==> config.mk <==
export PLATFORM = sky130hd
export DESIGN_NAME = pong_game_ctrl_flat
export DESIGN_NICKNAME = d
export VERILOG_FILES = /design/src/rtl/pong_game_ctrl_if.sv /design/src/rtl/pong_game_ctrl.sv /design/src/flat_wrapper.sv
export SDC_FILE = /design/constraint.sdc
export NUM_CORES = 1
export LEC_CHECK = 0
export ABC_AREA = 1
export CAP_MARGIN = 20
export CORE_MARGIN = 2
export CORE_UTILIZATION = 40
export CTS_BUF_LIST = sky130_fd_sc_hd__clkbuf_8 sky130_fd_sc_hd__clkbuf_16
export CTS_CLUSTER_SIZE = 10
export DETAILED_ROUTE_END_ITERATION = 8
export PLACE_DENSITY = 0.77
export SYNTH_ARGS = -nofsm -noshare
export SYNTH_HDL_FRONTEND = slang
export SYNTH_SLANG_ARGS = --single-unit
==> constraint.sdc <==
create_clock -name clk -period 1.5 [get_ports clk]
set_clock_uncertainty 0.15 [all_clocks]
set_input_delay 0.15 -clock clk [delete_from_list [all_inputs] [get_ports clk]]
set_output_delay 0.15 -clock clk [all_outputs]
set_load 0.03 [all_outputs]
==> src/rtl/pong_game_ctrl_if.sv <==
// Datapath-facing signal bundle for the Pong game controller.
// The master side owns video counters, buttons and ball events; the slave is the controller.
interface pong_game_ctrl_if;
  logic [11:0] CounterX;
  logic [11:0] CounterY;
  logic        btn_left;
  logic        btn_right;
  logic        btn_start;
  logic        paddle_hit;
  logic        ball_lost;
  logic [11:0] PaddlePosition;
  logic        ball_enable;
  logic        ball_serve;
  logic [2:0]  lives;
  logic [7:0]  score;
  logic [2:0]  state;

  modport master (
    output CounterX, CounterY, btn_left, btn_right, btn_start, paddle_hit, ball_lost,
    input  PaddlePosition, ball_enable, ball_serve, lives, score, state
  );

  modport slave (
    input  CounterX, CounterY, btn_left, btn_right, btn_start, paddle_hit, ball_lost,
    output PaddlePosition, ball_enable, ball_serve, lives, score, state
  );
endinterface

==> src/rtl/pong_game_ctrl.sv <==
// Pong game sequencer: paddle position, game FSM, lives and score, all advanced once per frame
// so the drawing logic sees stable values throughout the active area.
module pong_game_ctrl #(
  parameter int hDrawArea   = 640,
  parameter int vDrawArea   = 480,
  parameter int PaddleWidth = 112,
  parameter int PaddleSpeed = 4,
  parameter int ServeFrames = 60,
  parameter int LostFrames  = 90,
  parameter int StartLives  = 3
) (
  input  logic             clk,
  input  logic             reset,
  pong_game_ctrl_if.slave  bus
);

  typedef enum logic [2:0] {
    IDLE  = 3'd0,
    SERVE = 3'd1,
    PLAY  = 3'd2,
    LOST  = 3'd3,
    OVER  = 3'd4
  } gameState_t;

  localparam logic [11:0] PaddleHome = 12'((hDrawArea - PaddleWidth) / 2 - 8);
  localparam logic [11:0] PaddleMax  = 12'(hDrawArea - PaddleWidth - 16);
  localparam logic [11:0] PaddleStep = 12'(PaddleSpeed);
  localparam logic [7:0]  ServeLast  = 8'(ServeFrames - 1);
  localparam logic [7:0]  LostLast   = 8'(LostFrames - 1);
  localparam logic [2:0]  LivesInit  = 3'(StartLives);

  logic [1:0]  leftSync, rightSync, startSync;
  logic        startDly;
  logic        startFlag, hitFlag, lostFlag;
  logic        frameTick, startRise;

  gameState_t  state;
  logic [7:0]  frameCnt;
  logic [2:0]  lives;
  logic [7:0]  score;
  logic [11:0] paddlePos;
  logic [11:0] paddleNext;
  logic [12:0] padUp;
  logic        ballEnable, ballServe;

  // One clock per frame: first pixel of the first blanking line.
  assign frameTick = (bus.CounterX == 12'd0) && (bus.CounterY == 12'(vDrawArea));
  assign startRise = startSync[1] & ~startDly;

  // Button synchronisers and the per-frame event flags. A pulse landing on the tick cycle
  // itself is captured for the following frame rather than lost.
  always_ff @(posedge clk) begin
    if (reset) begin
      leftSync  <= 2'b00;
      rightSync <= 2'b00;
      startSync <= 2'b00;
      startDly  <= 1'b0;
      startFlag <= 1'b0;
      hitFlag   <= 1'b0;
      lostFlag  <= 1'b0;
    end else begin
      // NOTE: non-blocking assignments so each flop stage samples the pre-edge value of the one before.
      leftSync  <= {leftSync[0],  bus.btn_left};
      rightSync <= {rightSync[0], bus.btn_right};
      startSync <= {startSync[0], bus.btn_start};
      startDly  <= startSync[1];
      if (frameTick) begin
        startFlag <= startRise;
        hitFlag   <= bus.paddle_hit;
        lostFlag  <= bus.ball_lost;
      end else begin
        startFlag <= startFlag | startRise;
        hitFlag   <= hitFlag   | bus.paddle_hit;
        lostFlag  <= lostFlag  | bus.ball_lost;
      end
    end
  end

  // Candidate paddle position for this frame; widened by one bit so the clamps cannot wrap.
  always_comb begin
    // NOTE: defaults first so every path assigns both signals and no latch is inferred.
    padUp      = {1'b0, paddlePos} + {1'b0, PaddleStep};
    paddleNext = paddlePos;
    if (leftSync[1] && !rightSync[1]) begin
      paddleNext = ({1'b0, paddlePos} >= {1'b0, PaddleStep}) ? paddlePos - PaddleStep : 12'd0;
    end else if (rightSync[1] && !leftSync[1]) begin
      paddleNext = (padUp > {1'b0, PaddleMax}) ? PaddleMax : padUp[11:0];
    end
  end

  always_ff @(posedge clk) begin
    if (reset) begin
      state      <= IDLE;
      frameCnt   <= 8'd0;
      lives      <= 3'd0;
      score      <= 8'd0;
      paddlePos  <= PaddleHome;
      ballEnable <= 1'b0;
      ballServe  <= 1'b0;
    end else begin
      // NOTE: the later assignment to ballServe in this block wins, giving a one-clock pulse.
      ballServe <= 1'b0;
      if (frameTick) begin
        frameCnt <= frameCnt + 8'd1;
        if (state == SERVE || state == PLAY) begin
          paddlePos <= paddleNext;
        end
        unique case (state)
          IDLE: begin
            if (startFlag) begin
              state     <= SERVE;
              frameCnt  <= 8'd0;
              lives     <= LivesInit;
              score     <= 8'd0;
              ballServe <= 1'b1;
            end
          end
          SERVE: begin
            if (frameCnt == ServeLast) begin
              state      <= PLAY;
              frameCnt   <= 8'd0;
              ballEnable <= 1'b1;
            end
          end
          PLAY: begin
            // A hit and a loss in the same frame both take effect: score first, then LOST.
            if (hitFlag && score != 8'hFF) begin
              score <= score + 8'd1;
            end
            if (lostFlag) begin
              state      <= LOST;
              frameCnt   <= 8'd0;
              ballEnable <= 1'b0;
              if (lives != 3'd0) begin
                lives <= lives - 3'd1;
              end
            end
          end
          LOST: begin
            if (frameCnt == LostLast) begin
              frameCnt <= 8'd0;
              if (lives == 3'd0) begin
                state <= OVER;
              end else begin
                state     <= SERVE;
                ballServe <= 1'b1;
              end
            end
          end
          OVER: begin
            if (startFlag) begin
              state    <= IDLE;
              frameCnt <= 8'd0;
            end
          end
          default: begin
            state      <= IDLE;
            frameCnt   <= 8'd0;
            ballEnable <= 1'b0;
          end
        endcase
      end
    end
  end

  assign bus.PaddlePosition = paddlePos;
  assign bus.ball_enable    = ballEnable;
  assign bus.ball_serve     = ballServe;
  assign bus.lives          = lives;
  assign bus.score          = score;
  assign bus.state          = state;

endmodule

==> src/flat_wrapper.sv <==
// flat-port wrapper written by rule: the top's interface ports become plain ports
module pong_game_ctrl_flat 
#(
  parameter int hDrawArea   = 640,
  parameter int vDrawArea   = 480,
  parameter int PaddleWidth = 112,
  parameter int PaddleSpeed = 4,
  parameter int ServeFrames = 60,
  parameter int LostFrames  = 90,
  parameter int StartLives  = 3
)
  (clk, reset, bus_CounterX, bus_CounterY, bus_btn_left, bus_btn_right, bus_btn_start, bus_paddle_hit, bus_ball_lost, bus_PaddlePosition, bus_ball_enable, bus_ball_serve, bus_lives, bus_score, bus_state);
  pong_game_ctrl_if bus_i ();
  input  logic clk;
  input  logic reset;
  input wire logic [$bits(bus_i.CounterX)-1:0] bus_CounterX;
  input wire logic [$bits(bus_i.CounterY)-1:0] bus_CounterY;
  input wire logic [$bits(bus_i.btn_left)-1:0] bus_btn_left;
  input wire logic [$bits(bus_i.btn_right)-1:0] bus_btn_right;
  input wire logic [$bits(bus_i.btn_start)-1:0] bus_btn_start;
  input wire logic [$bits(bus_i.paddle_hit)-1:0] bus_paddle_hit;
  input wire logic [$bits(bus_i.ball_lost)-1:0] bus_ball_lost;
  output wire logic [$bits(bus_i.PaddlePosition)-1:0] bus_PaddlePosition;
  output wire logic [$bits(bus_i.ball_enable)-1:0] bus_ball_enable;
  output wire logic [$bits(bus_i.ball_serve)-1:0] bus_ball_serve;
  output wire logic [$bits(bus_i.lives)-1:0] bus_lives;
  output wire logic [$bits(bus_i.score)-1:0] bus_score;
  output wire logic [$bits(bus_i.state)-1:0] bus_state;
  assign bus_i.CounterX = bus_CounterX;
  assign bus_i.CounterY = bus_CounterY;
  assign bus_i.btn_left = bus_btn_left;
  assign bus_i.btn_right = bus_btn_right;
  assign bus_i.btn_start = bus_btn_start;
  assign bus_i.paddle_hit = bus_paddle_hit;
  assign bus_i.ball_lost = bus_ball_lost;
  assign bus_PaddlePosition = bus_i.PaddlePosition;
  assign bus_ball_enable = bus_i.ball_enable;
  assign bus_ball_serve = bus_i.ball_serve;
  assign bus_lives = bus_i.lives;
  assign bus_score = bus_i.score;
  assign bus_state = bus_i.state;
  pong_game_ctrl #(.hDrawArea(hDrawArea), .vDrawArea(vDrawArea), .PaddleWidth(PaddleWidth), .PaddleSpeed(PaddleSpeed), .ServeFrames(ServeFrames), .LostFrames(LostFrames), .StartLives(StartLives)) u_core (.clk(clk), .reset(reset), .bus(bus_i));
endmodule
==> results.sh <==
export IMPL_status="finished, violations left"
export IMPL_violations="negative setup slack"
export IMPL_synth_seq_area_share_pct=31.3
export IMPL_rows=30
export IMPL_n_antenna_cell=0
export IMPL_clockPowerShare_pct=36.9
export IMPL_drt_wl_total_um=9890
export IMPL_dpl_instance_area_sq_mm=0.00415
export IMPL_finalWorstPathRequiredPeriod_ns=1.71
export IMPL_p_per_area_mw_per_mm2=442
export IMPL_p_seq_share_pct=52.8
export IMPL_max_freq_ghz=0.586
export IMPL_synth_area_sq_mm=0.00281
export IMPL_endpoint_kind="flop"
export IMPL_vias_per_cell=5.15
export IMPL_core_area_sq_mm=0.00679
export IMPL_setup_tns_ns=-3.92
export IMPL_synth_edf_count=0
export IMPL_io_buffer_count=56
export IMPL_yosysTopAreaCell="dfxtp_1"
export IMPL_clock_root_buffer="clkbuf_8"
export IMPL_grt_pass1_wl_um=14100
export IMPL_worstHoldPathType="in -> reg"
export IMPL_finalCritPeriodShare_pct=114
export IMPL_syn_to_final_growth_pct=77.6
export IMPL_yosysMostFrequentCell="nor2_1"
export IMPL_die_x_um=87.9
export IMPL_first_iter_violations=145
export IMPL_drive_gt1_share_pct=46.2
export IMPL_finalHoldViolCount=0
export IMPL_synth_area_top_cells="dfxtp_1 (31%), nor2_1 (9.3%), inv_1 (8.8%)"
export IMPL_gp_congestion=0.879
export IMPL_setup_ws_ns=-0.206
export IMPL_swShare_pct=25.5
export IMPL_setup_viol=32
export IMPL_avgRoutedWirePerCell_um=14.6
export IMPL_share_comb_of_total_power_pct=10.3
export IMPL_cp_arrival_ns=1.75
export IMPL_die_area_sq_mm=0.00772
export IMPL_drtPass1Iterations=5
export IMPL_p_int_mw=1.64
export IMPL_hold_depth=3
export IMPL_crit_type="reg -> reg"
export IMPL_clock_sinks=44
export IMPL_rsz0062_at_grt="true"
export IMPL_grt_max_degree=20
export IMPL_cts_hold_buffers=0
export IMPL_hpwl_um=6400
export IMPL_drcViolationCount=0
export IMPL_finalPower_mw=2.21
export IMPL_clk_path_buf_depth=2
export IMPL_first_global_vias=3231
export IMPL_p_switching_mw=0.564
export IMPL_ioPinCount=59
export IMPL_cts_tree="yes"
export IMPL_drv_slew=0
export IMPL_yosysUniqueCellTypes=40
export IMPL_synthArstFlopShare_pct=0
export IMPL_ys_warnings_count=0
export IMPL_design_area_sq_mm=0.00500
export IMPL_insertion_delay_ns=0.30
export IMPL_ys_ff_latch=44
export IMPL_critPathMaxFanout=7
export IMPL_critPathRequiredTime_ns=1.55
export IMPL_synthTopCellsByCount="nor2_1 (70), inv_1 (66), nand2_1 (64), dfxtp_1 (44), nand3_1 (34)"
export IMPL_worstSetupStartpointType="flop"
export IMPL_synth_ff_type="dfxtp_1"
export IMPL_synth_top_area_share_pct=31.3
export IMPL_antenna_found_initial=0
export IMPL_cap_viol_max_count=0
export IMPL_r2r_cells=9
export IMPL_initial_utilization_pct=41.4
export IMPL_clkTransAtPathRegs_ns=0.09
export IMPL_grt_util_all_layers_pct=22.7
export IMPL_netlist_instances=431
export IMPL_grt_overflow=0
export IMPL_die_h_um=87.9
export IMPL_irDropWorstVdd_mv=0.585
export IMPL_h_tree_depth=2
export IMPL_synth_avg_cell_area_sq_um=6.53
export IMPL_antenna_left=0
export IMPL_via_count=3484
export IMPL_power_leakage_nw=2.33
export IMPL_layout_nets=619
export IMPL_numCtsBuffers=5
## worst max-delay path: stages (launching register included)
cell and delay (ns):
dfxtp_4 0.37, inv_6 0.07, nand3_4 0.14, nand2_4 0.12, nand2_4 0.07, nor2_4 0.20, buf_12 0.15, inv_1 0.05
a21oi_1 0.18, nand2_1 0.09
## path summary, 6_finish.rpt
kind	end	start	slack [ns]
setup / recovery	u_core.bus.PaddlePosition[8]	u_core.bus.state[0]	-0.21
hold / removal	u_core.startSync[0]	bus_btn_start	0.22
setup reg to reg	u_core.bus.PaddlePosition[8]	u_core.bus.state[0]	-0.21
hold reg to reg	u_core.startFlag	u_core.startDly	0.26
## area by class of cell
type / instances / area [sq um]
Sequential cell: 44 / 945
Clock inverter: 2 / 13.8
Fill cell: 477 / 1800
Multi-Input combinational cell: 307 / 2180
Tap cell: 96 / 120
Clock buffer: 6 / 82.6
Timing Repair Buffer: 150 / 1350
Inverter: 71 / 307
## power by group through the flow
stage,logic [mW],registers (mW),clock network [mW]
after floorplan,0.0834,1.20,0
after global placement,0.190,1.20,0
after detailed placement,0.196,1.20,0
after CTS,0.206,1.17,0.817
after global routing,0.244,1.17,0.864
final,0.228,1.17,0.815
## registers in the layout, summed over array words and instances (netlist names)
register                   cells
u_core.bus.score               8
u_core.lostFlag                1
u_core.startDly                1
u_core.bus.ball_enable         1
u_core.leftSync                2
u_core.bus.ball_serve          1
u_core.bus.state               3
u_core.hitFlag                 1
u_core.frameCnt                8
u_core.startFlag               1
u_core.bus.PaddlePosition     10
u_core.rightSync               2
u_core.startSync               2
u_core.bus.lives               3
## layer usage
layer	part of all wire [%]	GRT usage (%)
met5	0	0
met4	2.0	5.45
met3	4.5	3.86
met2	54	44.1
met1	40	25.4
## layout by cell type (no fill, tap or decap), types with 14 or more instances in the layout
master,count
buf_4,86
nor2_1,49
nand2_1,46
inv_1,41
nand3_1,22
dlymetal6s2s_1,22
dfxtp_1,21
nand4_1,18
inv_2,17
a21oi_1,17
dlygate4sd2_1,15
nor2_2,14
dfxtp_4,14
## kinds of logic after synthesis
| family | share of synthesized area [%] |
|---|---|
| AO/OA/AOI/OAI | 11.9 |
| AND/OR/NAND/NOR | 38.3 |
| buffers and inverters | 11.6 |
| flip-flops | 31.3 |
| adder cells (fa/ha/maj) | 4.00 |
| XOR/XNOR | 2.80 |
| other | 0.133 |
## through the flow
step	instances	worst slack, ns	hold slack, ns	utilization, %
6_report	676	-0.206	0.216	73.6
5_1_grt	676	-0.303	0.232	73.6
4_1_cts	664	-0.164	0.221	66.5
3_5_place_dp	646	-0.460	0.250	61.1
3_3_place_gp	646	-0.374	0.240	61.1
2_1_floorplan	432	-0.134	0.107	-
## what timing repair did
item / 4_1_cts / 5_1_grt
buffers inserted: 10 / 11
cloned: 0 / 1
resized for setup: 104 / 121
pin swaps: 39 / 53
endpoints found under the setup margin: 59 / 42
(Power assumes the default switching activity.)
